===== config.mk =====
export PLATFORM = sky130hd
export DESIGN_NAME = id_ex_stage_flat
export DESIGN_NICKNAME = d
export VERILOG_FILES = /design/src/rtl/id_ex_stage_if.sv /design/src/rtl/id_ex_stage.sv /design/src/flat_wrapper.sv
export SDC_FILE = /design/constraint.sdc
export NUM_CORES = 1
export LEC_CHECK = 0
export BUFFER_PORTS_ARGS = -buffer_cell sky130_fd_sc_hd__buf_2
export CORE_AREA = 2 2 117 119
export DETAILED_ROUTE_END_ITERATION = 12
export DIE_AREA = 0 0 119 121
export GPL_TIMING_DRIVEN = 0
export HOLD_SLACK_MARGIN = 0.12
export SLEW_MARGIN = 5
export SYNTH_ARGS = -nofsm -noshare
export SYNTH_HDL_FRONTEND = slang
export SYNTH_SLANG_ARGS = --single-unit

===== constraint.sdc =====
create_clock -name clk -period 1.6 [get_ports clk]
set_input_delay 0.24 -clock clk [delete_from_list [all_inputs] [get_ports clk]]
set_output_delay 0.24 -clock clk [all_outputs]
set_load 0.01 [all_outputs]

===== src/rtl/id_ex_stage_if.sv =====
// ---------------------------------------------------------------------------
// id_ex_stage_if
//
// Signal bundle between the ID stage, the writeback/forwarding sources and the
// ID/EX pipeline register (id_ex_stage). clk and rst are not part of the bundle.
//
// Modports
//   master : the surrounding pipeline. Drives the decoded instruction, the
//            stall/flush controls and the EX/MEM and MEM/WB writeback sources;
//            observes the EX-side outputs and the load-use request.
//   slave  : id_ex_stage itself. The direction of every signal is the reverse
//            of master.
//
// Signal summary
//   id_valid, stall, flush                      stage controls
//   id_rs_data, id_rt_data [31:0]               register-file read data
//   id_imm16 [15:0]                             raw immediate field
//   id_rs, id_rt, id_rd [4:0]                   register numbers
//   id_funct [5:0], id_ALUOp [1:0]              ALU decode inputs
//   id_ALUSrc, id_RegDst, id_RegWrite,
//   id_MemRead, id_MemWrite, id_MemtoReg        decoded control bits
//   exmem_RegWrite, exmem_rd, exmem_result      EX/MEM writeback source
//   memwb_RegWrite, memwb_rd, memwb_data        MEM/WB writeback source
//   data1, data2 [31:0]                         ALU operands
//   ALU_control [3:0]                           ALU operation code
//   ex_valid, ex_write_reg [4:0], ex_rt_data    EX-stage instruction state
//   ex_RegWrite, ex_MemRead, ex_MemWrite,
//   ex_MemtoReg                                 EX-stage control bits
//   load_use_stall                              load-use hazard request
// ---------------------------------------------------------------------------
interface id_ex_stage_if;
    // ID-stage side
    logic        id_valid;
    logic        stall;
    logic        flush;
    logic [31:0] id_rs_data;
    logic [31:0] id_rt_data;
    logic [15:0] id_imm16;
    logic [4:0]  id_rs;
    logic [4:0]  id_rt;
    logic [4:0]  id_rd;
    logic [5:0]  id_funct;
    logic [1:0]  id_ALUOp;
    logic        id_ALUSrc;
    logic        id_RegDst;
    logic        id_RegWrite;
    logic        id_MemRead;
    logic        id_MemWrite;
    logic        id_MemtoReg;

    // Writeback sources used for forwarding
    logic        exmem_RegWrite;
    logic [4:0]  exmem_rd;
    logic [31:0] exmem_result;
    logic        memwb_RegWrite;
    logic [4:0]  memwb_rd;
    logic [31:0] memwb_data;

    // EX-stage side
    logic [31:0] data1;
    logic [31:0] data2;
    logic [3:0]  ALU_control;
    logic        ex_valid;
    logic [4:0]  ex_write_reg;
    logic [31:0] ex_rt_data;
    logic        ex_RegWrite;
    logic        ex_MemRead;
    logic        ex_MemWrite;
    logic        ex_MemtoReg;
    logic        load_use_stall;

    modport master (
        output id_valid, stall, flush,
        output id_rs_data, id_rt_data, id_imm16,
        output id_rs, id_rt, id_rd, id_funct, id_ALUOp,
        output id_ALUSrc, id_RegDst, id_RegWrite, id_MemRead, id_MemWrite, id_MemtoReg,
        output exmem_RegWrite, exmem_rd, exmem_result,
        output memwb_RegWrite, memwb_rd, memwb_data,
        input  data1, data2, ALU_control,
        input  ex_valid, ex_write_reg, ex_rt_data,
        input  ex_RegWrite, ex_MemRead, ex_MemWrite, ex_MemtoReg,
        input  load_use_stall
    );

    modport slave (
        input  id_valid, stall, flush,
        input  id_rs_data, id_rt_data, id_imm16,
        input  id_rs, id_rt, id_rd, id_funct, id_ALUOp,
        input  id_ALUSrc, id_RegDst, id_RegWrite, id_MemRead, id_MemWrite, id_MemtoReg,
        input  exmem_RegWrite, exmem_rd, exmem_result,
        input  memwb_RegWrite, memwb_rd, memwb_data,
        output data1, data2, ALU_control,
        output ex_valid, ex_write_reg, ex_rt_data,
        output ex_RegWrite, ex_MemRead, ex_MemWrite, ex_MemtoReg,
        output load_use_stall
    );
endinterface


===== src/rtl/id_ex_stage.sv =====
// ---------------------------------------------------------------------------
// id_ex_stage
//
// ID/EX pipeline register for a 32-bit, 32-register MIPS-style pipeline.
// Captures the decoded instruction, decodes the ALU operation one stage early,
// selects the ALU operands (with optional EX/MEM and MEM/WB forwarding) and
// raises a load-use hazard request towards ID/IF.
//
// Ports
//   clk : rising-edge clock, single domain
//   rst : synchronous, active-high reset
//   bus : id_ex_stage_if.slave (decoded instruction in, operands/controls out)
//
// Register update priority: rst > flush > stall > load.
//   rst / flush : the stage becomes a bubble (every register cleared)
//   stall       : every register holds
//   load        : the ID instruction is captured; an invalid ID slot keeps
//                 its data but carries no side-effecting control bits
//
// Configuration
//   ID_EX_FORWARD_EN defined   : operand forwarding from EX/MEM (priority)
//                                and MEM/WB is present.
//   ID_EX_FORWARD_EN undefined : operands come straight from the stage
//                                registers; exmem_* / memwb_* are ignored.
//   The load-use request is generated in both builds.
// ---------------------------------------------------------------------------
module id_ex_stage (
    input  logic           clk,
    input  logic           rst,
    id_ex_stage_if.slave   bus
);

    // ALU operation codes driven on ALU_control
    localparam logic [3:0] ALU_AND = 4'd0;
    localparam logic [3:0] ALU_OR  = 4'd1;
    localparam logic [3:0] ALU_ADD = 4'd2;
    localparam logic [3:0] ALU_SUB = 4'd6;
    localparam logic [3:0] ALU_SLT = 4'd7;
    localparam logic [3:0] ALU_NOR = 4'd12;
    localparam logic [3:0] ALU_INV = 4'd15;

    // R-type funct field values
    localparam logic [5:0] FUNCT_ADD = 6'h20;
    localparam logic [5:0] FUNCT_SUB = 6'h22;
    localparam logic [5:0] FUNCT_AND = 6'h24;
    localparam logic [5:0] FUNCT_OR  = 6'h25;
    localparam logic [5:0] FUNCT_NOR = 6'h27;
    localparam logic [5:0] FUNCT_SLT = 6'h2A;

    // ALUOp encoding from the main decoder
    typedef enum logic [1:0] {
        ALUOP_ADD   = 2'b00,
        ALUOP_SUB   = 2'b01,
        ALUOP_FUNCT = 2'b10,
        ALUOP_OTHER = 2'b11
    } aluop_e;

    // -----------------------------------------------------------------------
    // Stage registers
    // -----------------------------------------------------------------------
    logic [31:0] rs_data_q;
    logic [31:0] rt_data_q;
    logic [31:0] imm_q;
    logic [4:0]  rs_q;
    logic [4:0]  rt_q;
    logic [4:0]  write_reg_q;
    logic [3:0]  alu_control_q;
    logic        valid_q;
    logic        alusrc_q;
    logic        regwrite_q;
    logic        memread_q;
    logic        memwrite_q;
    logic        memtoreg_q;

    // Forwarded operand values
    logic [31:0] fwd_rs;
    logic [31:0] fwd_rt;

    // -----------------------------------------------------------------------
    // ALU control decode (done in ID so EX sees a registered code)
    // -----------------------------------------------------------------------
    function automatic logic [3:0] alu_decode(input logic [1:0] alu_op,
                                              input logic [5:0] funct);
        logic [3:0] code;
        code = ALU_INV;
        case (aluop_e'(alu_op))
            ALUOP_ADD:   code = ALU_ADD;
            ALUOP_SUB:   code = ALU_SUB;
            ALUOP_OTHER: code = ALU_INV;
            ALUOP_FUNCT: begin
                case (funct)
                    FUNCT_ADD: code = ALU_ADD;
                    FUNCT_SUB: code = ALU_SUB;
                    FUNCT_AND: code = ALU_AND;
                    FUNCT_OR:  code = ALU_OR;
                    FUNCT_SLT: code = ALU_SLT;
                    FUNCT_NOR: code = ALU_NOR;
                    default:   code = ALU_INV;
                endcase
            end
            default:     code = ALU_INV;
        endcase
        return code;
    endfunction

    logic [31:0] id_imm_sext;
    logic [4:0]  id_write_reg;
    logic [3:0]  id_alu_control;

    assign id_imm_sext    = {{16{bus.id_imm16[15]}}, bus.id_imm16};
    assign id_write_reg   = bus.id_RegDst ? bus.id_rd : bus.id_rt;
    assign id_alu_control = alu_decode(bus.id_ALUOp, bus.id_funct);

    // -----------------------------------------------------------------------
    // Register update
    // -----------------------------------------------------------------------
    // NOTE: sequential state uses non-blocking assignments so every register
    // samples the pre-edge value of its sources regardless of statement order.
    always_ff @(posedge clk) begin
        if (rst || bus.flush) begin
            // Reset and flush both leave a clean bubble; data is cleared too
            // so nothing from the discarded instruction can leak forward.
            rs_data_q     <= '0;
            rt_data_q     <= '0;
            imm_q         <= '0;
            rs_q          <= '0;
            rt_q          <= '0;
            write_reg_q   <= '0;
            alu_control_q <= '0;
            valid_q       <= 1'b0;
            alusrc_q      <= 1'b0;
            regwrite_q    <= 1'b0;
            memread_q     <= 1'b0;
            memwrite_q    <= 1'b0;
            memtoreg_q    <= 1'b0;
        end else if (!bus.stall) begin
            rs_data_q     <= bus.id_rs_data;
            rt_data_q     <= bus.id_rt_data;
            imm_q         <= id_imm_sext;
            rs_q          <= bus.id_rs;
            rt_q          <= bus.id_rt;
            write_reg_q   <= id_write_reg;
            alu_control_q <= id_alu_control;
            alusrc_q      <= bus.id_ALUSrc;
            valid_q       <= bus.id_valid;
            // An invalid slot must not write registers or touch memory.
            regwrite_q    <= bus.id_valid & bus.id_RegWrite;
            memread_q     <= bus.id_valid & bus.id_MemRead;
            memwrite_q    <= bus.id_valid & bus.id_MemWrite;
            memtoreg_q    <= bus.id_valid & bus.id_MemtoReg;
        end
    end

    // -----------------------------------------------------------------------
    // Operand forwarding
    // -----------------------------------------------------------------------
    // NOTE: every signal written in always_comb gets a default first, so no
    // path through the block can leave it unassigned and infer a latch.
    always_comb begin
        fwd_rs = rs_data_q;
        fwd_rt = rt_data_q;
`ifdef ID_EX_FORWARD_EN
        // EX/MEM holds the younger result, so it is checked first. Register 0
        // is hard-wired to zero and is never a forwarding target.
        if (bus.exmem_RegWrite && (bus.exmem_rd != 5'd0) && (bus.exmem_rd == rs_q)) begin
            fwd_rs = bus.exmem_result;
        end else if (bus.memwb_RegWrite && (bus.memwb_rd != 5'd0) && (bus.memwb_rd == rs_q)) begin
            fwd_rs = bus.memwb_data;
        end

        if (bus.exmem_RegWrite && (bus.exmem_rd != 5'd0) && (bus.exmem_rd == rt_q)) begin
            fwd_rt = bus.exmem_result;
        end else if (bus.memwb_RegWrite && (bus.memwb_rd != 5'd0) && (bus.memwb_rd == rt_q)) begin
            fwd_rt = bus.memwb_data;
        end
`endif
    end

`ifndef ID_EX_FORWARD_EN
    // Writeback sources are deliberately unused when forwarding is disabled.
    logic unused_fwd_sources;
    assign unused_fwd_sources = ^{bus.exmem_RegWrite, bus.exmem_rd, bus.exmem_result,
                                  bus.memwb_RegWrite, bus.memwb_rd, bus.memwb_data};
`endif

    // -----------------------------------------------------------------------
    // Outputs
    // -----------------------------------------------------------------------
    assign bus.data1        = fwd_rs;
    assign bus.data2        = alusrc_q ? imm_q : fwd_rt;
    assign bus.ex_rt_data   = fwd_rt;   // store data is always the rt value
    assign bus.ALU_control  = alu_control_q;
    assign bus.ex_valid     = valid_q;
    assign bus.ex_write_reg = write_reg_q;
    assign bus.ex_RegWrite  = regwrite_q;
    assign bus.ex_MemRead   = memread_q;
    assign bus.ex_MemWrite  = memwrite_q;
    assign bus.ex_MemtoReg  = memtoreg_q;

    // A load in EX whose destination is read by the instruction now in ID
    // cannot be forwarded in time; ID/IF must hold for one cycle. The request
    // does not depend on stall so it stays asserted while the pipe is held.
    assign bus.load_use_stall = valid_q & memread_q & (rt_q != 5'd0) &
                                ((rt_q == bus.id_rs) | (rt_q == bus.id_rt));

endmodule


===== src/flat_wrapper.sv =====
// flat-port wrapper written by rule: the top's interface ports become plain ports
module id_ex_stage_flat 
  (clk, rst, bus_id_valid, bus_stall, bus_flush, bus_id_rs_data, bus_id_rt_data, bus_id_imm16, bus_id_rs, bus_id_rt, bus_id_rd, bus_id_funct, bus_id_ALUOp, bus_id_ALUSrc, bus_id_RegDst, bus_id_RegWrite, bus_id_MemRead, bus_id_MemWrite, bus_id_MemtoReg, bus_exmem_RegWrite, bus_exmem_rd, bus_exmem_result, bus_memwb_RegWrite, bus_memwb_rd, bus_memwb_data, bus_data1, bus_data2, bus_ALU_control, bus_ex_valid, bus_ex_write_reg, bus_ex_rt_data, bus_ex_RegWrite, bus_ex_MemRead, bus_ex_MemWrite, bus_ex_MemtoReg, bus_load_use_stall);
  id_ex_stage_if bus_i ();
  input  logic clk;
  input  logic rst;
  input wire logic [$bits(bus_i.id_valid)-1:0] bus_id_valid;
  input wire logic [$bits(bus_i.stall)-1:0] bus_stall;
  input wire logic [$bits(bus_i.flush)-1:0] bus_flush;
  input wire logic [$bits(bus_i.id_rs_data)-1:0] bus_id_rs_data;
  input wire logic [$bits(bus_i.id_rt_data)-1:0] bus_id_rt_data;
  input wire logic [$bits(bus_i.id_imm16)-1:0] bus_id_imm16;
  input wire logic [$bits(bus_i.id_rs)-1:0] bus_id_rs;
  input wire logic [$bits(bus_i.id_rt)-1:0] bus_id_rt;
  input wire logic [$bits(bus_i.id_rd)-1:0] bus_id_rd;
  input wire logic [$bits(bus_i.id_funct)-1:0] bus_id_funct;
  input wire logic [$bits(bus_i.id_ALUOp)-1:0] bus_id_ALUOp;
  input wire logic [$bits(bus_i.id_ALUSrc)-1:0] bus_id_ALUSrc;
  input wire logic [$bits(bus_i.id_RegDst)-1:0] bus_id_RegDst;
  input wire logic [$bits(bus_i.id_RegWrite)-1:0] bus_id_RegWrite;
  input wire logic [$bits(bus_i.id_MemRead)-1:0] bus_id_MemRead;
  input wire logic [$bits(bus_i.id_MemWrite)-1:0] bus_id_MemWrite;
  input wire logic [$bits(bus_i.id_MemtoReg)-1:0] bus_id_MemtoReg;
  input wire logic [$bits(bus_i.exmem_RegWrite)-1:0] bus_exmem_RegWrite;
  input wire logic [$bits(bus_i.exmem_rd)-1:0] bus_exmem_rd;
  input wire logic [$bits(bus_i.exmem_result)-1:0] bus_exmem_result;
  input wire logic [$bits(bus_i.memwb_RegWrite)-1:0] bus_memwb_RegWrite;
  input wire logic [$bits(bus_i.memwb_rd)-1:0] bus_memwb_rd;
  input wire logic [$bits(bus_i.memwb_data)-1:0] bus_memwb_data;
  output wire logic [$bits(bus_i.data1)-1:0] bus_data1;
  output wire logic [$bits(bus_i.data2)-1:0] bus_data2;
  output wire logic [$bits(bus_i.ALU_control)-1:0] bus_ALU_control;
  output wire logic [$bits(bus_i.ex_valid)-1:0] bus_ex_valid;
  output wire logic [$bits(bus_i.ex_write_reg)-1:0] bus_ex_write_reg;
  output wire logic [$bits(bus_i.ex_rt_data)-1:0] bus_ex_rt_data;
  output wire logic [$bits(bus_i.ex_RegWrite)-1:0] bus_ex_RegWrite;
  output wire logic [$bits(bus_i.ex_MemRead)-1:0] bus_ex_MemRead;
  output wire logic [$bits(bus_i.ex_MemWrite)-1:0] bus_ex_MemWrite;
  output wire logic [$bits(bus_i.ex_MemtoReg)-1:0] bus_ex_MemtoReg;
  output wire logic [$bits(bus_i.load_use_stall)-1:0] bus_load_use_stall;
  assign bus_i.id_valid = bus_id_valid;
  assign bus_i.stall = bus_stall;
  assign bus_i.flush = bus_flush;
  assign bus_i.id_rs_data = bus_id_rs_data;
  assign bus_i.id_rt_data = bus_id_rt_data;
  assign bus_i.id_imm16 = bus_id_imm16;
  assign bus_i.id_rs = bus_id_rs;
  assign bus_i.id_rt = bus_id_rt;
  assign bus_i.id_rd = bus_id_rd;
  assign bus_i.id_funct = bus_id_funct;
  assign bus_i.id_ALUOp = bus_id_ALUOp;
  assign bus_i.id_ALUSrc = bus_id_ALUSrc;
  assign bus_i.id_RegDst = bus_id_RegDst;
  assign bus_i.id_RegWrite = bus_id_RegWrite;
  assign bus_i.id_MemRead = bus_id_MemRead;
  assign bus_i.id_MemWrite = bus_id_MemWrite;
  assign bus_i.id_MemtoReg = bus_id_MemtoReg;
  assign bus_i.exmem_RegWrite = bus_exmem_RegWrite;
  assign bus_i.exmem_rd = bus_exmem_rd;
  assign bus_i.exmem_result = bus_exmem_result;
  assign bus_i.memwb_RegWrite = bus_memwb_RegWrite;
  assign bus_i.memwb_rd = bus_memwb_rd;
  assign bus_i.memwb_data = bus_memwb_data;
  assign bus_data1 = bus_i.data1;
  assign bus_data2 = bus_i.data2;
  assign bus_ALU_control = bus_i.ALU_control;
  assign bus_ex_valid = bus_i.ex_valid;
  assign bus_ex_write_reg = bus_i.ex_write_reg;
  assign bus_ex_rt_data = bus_i.ex_rt_data;
  assign bus_ex_RegWrite = bus_i.ex_RegWrite;
  assign bus_ex_MemRead = bus_i.ex_MemRead;
  assign bus_ex_MemWrite = bus_i.ex_MemWrite;
  assign bus_ex_MemtoReg = bus_i.ex_MemtoReg;
  assign bus_load_use_stall = bus_i.load_use_stall;
  id_ex_stage u_core (.clk(clk), .rst(rst), .bus(bus_i));
endmodule

==> metrics.md, run 1 <==
| Metric | Value |
|---|---|
| Max Clock Skew | 0 ns |
| Post-Synthesis Cells | between 400 and 500 |
| Hold path depth | 3 |
| Initial antenna violation count | 0 |
| Post-synth net total | roughly 620 |
| Top Family by Delay on Critical Path | simple AND/OR/NAND/NOR gates |
| Synthesis Warnings | 0 |
| Drt wl/cell | around 14 um |
| Crit Path Category | reg2out |
| Hold Path Class | in2reg |
| DRC | 0 |
| Final Non-Filler Cells | slightly below 900 |
| Max frequency | roughly 0.56 GHz |
| ANT cells | 0 |
| Vias in the first global route | slightly above 4000 |
| Synth-to-Final Area Change | 59.3% |
| Outcome | finished with violations |
| CTS Sinks | 100 |
| Worst-path fanout max | 2 |
| Overall Global Routing Usage | between 10% and 20% |
| Nets | 897 |
| Sequential share of the synthesized area | approximately 48% |
| Worst rel slew slack | between 60% and 70% |
| Critical path's slowest cell | or4_1 |
| Failing checks | negative setup slack |
| Number of synthesized flops with an enable pin | 0 |
| Worst path cell trace | or4_1 -> o211ai_1 -> a21oi_1 -> buf_2 |
| DP Wirelength | around 9000 um |
| R2R Path Start | u_core.alusrc_q$_SDFFE_PP0N_ |
| Hold path start | bus_id_rs_data[11] |
| Ports | between 300 and 400 |
| Routability cong. | approximately 0.76 |
| # setup viols final | 17 |
| Std cell rows | 42 |
| Flops & latches, synth | 100 |
| Max capacitance violation total | 0 |
| Clk_lat worst skew | roughly 0.34 ns |
| Worst slew pin tran | about 0.53 ns |
| CTS root buf | clkbuf_16 |
| Vias | ~4000 |
| Ys async rst share | 0% |
| Worst setup SP type | flip-flop |
| Critical path's largest stage delay | around 0.51 ns |
| CP bufs+invs | 1 |
| Slew Viols, Final | 0 |
| Die height | 121 um |
| Final clock period utilization by the worst path | 112% |
| Overall Power | approximately 5.7 mW |
| Final Util | about half |
| Worst EP required | about 1.4 ns |
| Layout cells sized above 1 | between 40 and 50% |
| Die area | approximately 0.014 mm^2 |
| Post-synth top flop | dfxtp_1 |
| Number of DRC markers in iteration 0 | 161 |
| CTS Buf Count | 9 |
| Post-Syn Area per Cell | ~9.7 um^2 |
| Inst Count DP | 823 |
| WL final | ~13000 um |
| RSZ-0062 raised after global routing | yes |
| Lkg Pwr | 3.34 nW |
| Initial Util | a little under a third |
| Clk slew on worst S/H paths | 0.07 ns |
| Synthesized cell area | roughly 0.0041 mm^2 |
| First-pass iteration count of the detailed router | 4 |
| Post-route setup slack | -0.195 ns |
| Worst flop-to-flop path endpoint | u_core.alusrc_q$_SDFFE_PP0N_ |
| VDD IR max | approximately 0.50 mV |
| Worst R2R Path Depth | 4 |
| Core area | about 0.013 mm^2 |
| Crit end category | primary output |
| GRT overflow | 0 |
| Die W | around 120 um |
| Number of port buffers | roughly 220 |
| Min-Delay Endpoint | u_core.bus.data1[11]$_SDFFE_PP0N_ |
| Pwr dens | 860 mW/mm^2 |
| Largest net degree at the start of global routing | 18 |
| CTS tree | done |
| Final Hold Fails | 0 |
| H-tree depth | 3 |
| Maximum buffer depth of the clock tree | 2 |
| Arrival time worst endpoint | approximately 1.6 ns |
| Yosys cell types | 35 |
| Cell Area, Placed | approximately 0.0055 mm^2 |
| Post-route cell area | 0.00659 mm^2 |
| Final ANT Viol Nets | 0 |
| First-pass GRT wire length | 20100 um |
| Fin crit period | roughly 1.8 ns |
| Reg2Reg Setup Slack | 0.63 ns |
| Via density | around 4.5 |
logic make-up after synthesis:
family	share of synthesized area, %
and+or+nand+nor	12.8
muxes	26.1
DFF	48.4
buffers and inverters	5.11
AOI/OAI and AO/OA	5.26
xor gates and xnor gates	2.33
through the flow:
step           hold WS (ns)  setup WS (ns)  TNS (ns)
2_1_floorplan         0.384          0.289         0
3_3_place_gp          0.455         0.0337         0
3_5_place_dp          0.459         0.0106         0
4_1_cts               0.120         -0.218     -2.27
5_1_grt               0.135         -0.271     -1.97
6_report              0.133         -0.195     -1.12
worst max path at each step:
stage,endpoint,slack [ns],depth (start not counted),startpoint
2_1_floorplan,bus_load_use_stall,0.29,3,u_core.rt_q[1]$_SDFFE_PP0N_
3_3_place_gp,bus_data2[12],0.03,4,u_core.alusrc_q$_SDFFE_PP0N_
3_5_place_dp,bus_data2[29],0.01,5,u_core.alusrc_q$_SDFFE_PP0N_
4_1_cts,bus_load_use_stall,-0.22,4,u_core.rt_q[1]$_SDFFE_PP0N_
5_1_grt,bus_load_use_stall,-0.27,4,u_core.rt_q[1]$_SDFFE_PP0N_
6_report,bus_load_use_stall,-0.19,4,u_core.rt_q[1]$_SDFFE_PP0N_
power breakdown:
part           internal, mW  total (mW)  switching [mW]  leakage (nW)
combinational         0.457       0.849           0.392          2.38
sequential             2.57        2.63          0.0569         0.817
clock                  1.22        2.19           0.971         0.142
total                  4.24        5.66            1.42          3.34
worst reg2reg max path, delay by kind of cell (launching register included):
family,cells,cell delay [ns]
and+or+nand+nor,1,0.05
muxes,1,0.14
buffers and inverters,2,0.27
DFF,1,0.39
synth_stat cells (all sizes together) (2+ instances only):
cell type  count  area [um^2]
xnor2          5         43.8
xor2           6         52.6
dfxtp        100         2000
nor3           2         10.0
clkbuf        10         38.8
a22oi          5         37.5
nand2          5         18.8
nand3          2         10.0
o21ai         18         90.1
mux2i         91          911
mux2          15          169
buf           19          101
nor2         104          390
nor4b          2         32.5
a21oi          9         45.0
inv           19         71.3
placed cells by master (no fill, tap or decap), types with 3 or more instances in the layout:
master,n
o21ai_1,5
dlygate4sd3_1,37
buf_8,6
buf_2,216
o21ai_2,12
clkbuf_1,7
buf_12,4
clkbuf_16,9
nor2_1,104
buf_1,3
xnor2_1,5
a21oi_1,9
nand2_1,4
inv_1,19
buf_4,5
dfxtp_1,96
xor2_1,6
a22oi_1,5
mux2_4,15
mux2i_1,91
buf_6,19
per-layer routing:
metal	track usage, %	part of all wire, %	vias to the layer above
met3	3.34	5.5	12
met4	6.32	1.5	0
met1	21.4	44	1837
met2	30.8	49	127
li1	-	-	1985
met5	0	0	-
cell type report:
class	instances	area, um^2
Buffer	27	161
Clock inverter	7	72.6
Multi-Input combinational cell	278	2060
Tap cell	176	220
Fill cell	1239	6500
Clock buffer	9	225
Sequential cell	100	2010
Inverter	19	71.3
Timing Repair Buffer	272	1770
what timing repair did:
action                                  in CTS  in global routing
endpoints found under the setup margin      33                 33
hold buffers                                37                  0
setup buffers                                8                  5
hold endpoints to repair                    37                  0
cloned                                       3                  1
pin swaps                                    7                  1
resized for setup                           71                 19
Note: power is estimated with default switching activity, not from simulation.
==> run 2, diff against run 1 <==
SKIP_LAST_GASP = 1   (was not set)
==> run 2 against run 1 <==
The run still ends with negative setup slack left; global-route usage fell by 0.090 points; worst hold slack barely moved; register-to-register slack improved by 0.11 ns; first-iteration DRC count fell by 12%; highest routed layer unchanged; sequential power barely moved.
==> metrics.md, run 2 (same netlist as run 1, synthesis figures left out) <==
| Metric | Value |
|---|---|
| Switching Fraction | between 20% and 30% |
| Final clock period utilization by the worst path | 112% |
| Clk_lat worst skew | roughly 0.33 ns |
| H-tree depth | 3 |
| # setup viols final | 8 |
| Overall Power | approximately 5.6 mW |
| Crit Path Category | reg2out |
| CTS Buf Count | 9 |
| Top Family by Delay on Critical Path | simple AND/OR/NAND/NOR gates |
| Failing checks | negative setup slack |
| DP Wirelength | about 9000 um |
| Reg power frac | between 40 and 50% |
| Arrival time worst endpoint | 1.55 ns |
| Clock Power Share | between 30% and 40% |
| Most common cell after layout, fill and taps aside | buf_2 |
| Most frequent cells in the layout | buf_2 (216), nor2_1 (104), dfxtp_1 (97), mux2i_1 (91), dlygate4sd3_1 (37) |
| Die W | ~120 um |
| Worst EP required | 1.36 ns |
| Drt wl/cell | about 14 um |
| Lkg Pwr | between 3 and 4 nW |
| CP bufs+invs | 1 |
| Top Usage Layer GRT | met2 |
| ANT cells | 0 |
| Worst setup SP type | flip-flop |
| CTS root buf | clkbuf_16 |
| Max frequency | 0.557 GHz |
| Inst Count DP | 823 |
| Psw | between 1 and 1.5 mW |
| DRC | 0 |
| Number of port buffers | between 200 and 250 |
| Post-route setup slack | -0.194 ns |
| GRT overflow | 0 |
| WL final | about 13000 um |
| Worst rel slew slack | between 60% and 70% |
| Comb power frac | around 15% |
| Outcome | finished with violations |
| Crit end category | primary output |
| RSZ-0062 raised after global routing | yes |
| Final Hold Fails | 0 |
| Initial Util | 31.6% |
| Core area | about 0.013 mm^2 |
| Vias in the first global route | about 4100 |
| Initial antenna violation count | 0 |
| Max Clock Skew | 0 ns |
| Via density | between 4 and 5 |
| Die height | 121 um |
| Worst-path fanout max | 2 |
| Clk slew on worst S/H paths | approximately 0.07 ns |
| Critical path's slowest cell | or4_1 |
| Final Non-Filler Cells | a little under 900 |
| Critical path's largest stage delay | around 0.5 ns |
| Met3 Use GR | about 3.3% |
| Vias | around 3900 |
| Routability cong. | between 0.7 and 0.8 |
| Largest net degree at the start of global routing | 18 |
| Pwr dens | approximately 860 mW/mm^2 |
| VDD IR max | about 0.5 mV |
| Layout cells sized above 1 | about two fifths |
| Ports | around 300 |
| Slew Viols, Final | 0 |
| Worst slew pin tran | 0.524 ns |
| Final ANT Viol Nets | 0 |
| Number of DRC markers in iteration 0 | around 140 |
| Maximum buffer depth of the clock tree | 2 |
| First-pass GRT wire length | around 20000 um |
| Max capacitance violation total | 0 |
| CTS tree | done |
| Met1 usage | roughly a fifth |
| Met2 GRT Util | 30.8% |
| Std cell rows | between 40 and 50 |
| Hold Path Class | in2reg |
| Fin crit period | 1.79 ns |
| Synth-to-Final Area Change | 57.8% |
| Nets | roughly 900 |
| Die area | 0.0144 mm^2 |
| Worst path cell trace | or4_1 -> o211ai_1 -> a21oi_1 -> buf_2 |
| Pint | 4.23 mW |
| First-pass iteration count of the detailed router | 4 |
| Overall Global Routing Usage | roughly 17% |
| CTS Sinks | 100 |
-- run 2: per-layer routing --
layer,share of wire (%),routed length (um),vias to the layer above
li1,-,-,1986
met1,44,5530,1792
met2,49,6110,128
met3,5.6,705,12
met4,1.5,184,0
met5,0,0,-
-- run 2: final timing paths --
path                                                        startpoint                                     end  slack (ns)  cells past startpoint
worst min register to register  u_core.bus.ALU_control[1]$_SDFFE_PP0N_  u_core.bus.ALU_control[1]$_SDFFE_PP0N_        0.47                      2
worst min-delay path                                bus_id_rs_data[11]       u_core.bus.data1[11]$_SDFFE_PP0N_        0.13                      3
worst max-delay path                       u_core.rt_q[1]$_SDFFE_PP0N_                      bus_load_use_stall       -0.19                      4
worst max register to register            u_core.alusrc_q$_SDFFE_PP0N_            u_core.alusrc_q$_SDFFE_PP0N_        0.74                      3
-- run 2: layout make-up --
class / instances / area [um^2]
Buffer: 27 / 161
Fill cell: 1238 / 6560
Multi-Input combinational cell: 277 / 2030
Clock inverter: 7 / 72.6
Tap cell: 176 / 220
Sequential cell: 100 / 2010
Clock buffer: 9 / 225
Timing Repair Buffer: 271 / 1740
Inverter: 19 / 71.3
-- run 2: worst min-delay path, delay by kind of cell --
family                 cells  cell delay [ns]
buffers and inverters      1             0.08
and+or+nand+nor            1             0.07
muxes                      1             0.05
-- run 2: what timing repair did --
action / 4_1_cts / 5_1_grt
gates resized for setup: 51 / 30
buffers inserted: 8 / 3
hold endpoints to repair: 37 / 0
cloned: 3 / 0
pin swaps: 0 / 1
setup endpoints to repair: 33 / 33
hold buffers: 37 / 0
-- run 2: metrics by stage --
stage	TNS (ns)	hold WS, ns	instance area [um^2]	util (%)	setup slack, ns
2_1_floorplan	0	0.384	4140	-	0.289
3_3_place_gp	0	0.455	5470	41.8	0.0337
3_5_place_dp	0	0.459	5470	41.8	0.0106
4_1_cts	-2.91	0.120	6450	49.3	-0.218
5_1_grt	-1.41	0.135	6530	49.9	-0.271
6_report	-0.697	0.133	6530	49.9	-0.194
-- run 2: power groups by stage --
stage / Sequential [mW] / Combinational, mW / Clock [mW]
floorplan: 2.70 / 0.362 / 0
global placement: 2.68 / 0.693 / 0
detailed placement: 2.68 / 0.705 / 0
CTS: 2.62 / 0.830 / 2.26
global route: 2.64 / 0.917 / 2.37
finish: 2.62 / 0.835 / 2.18
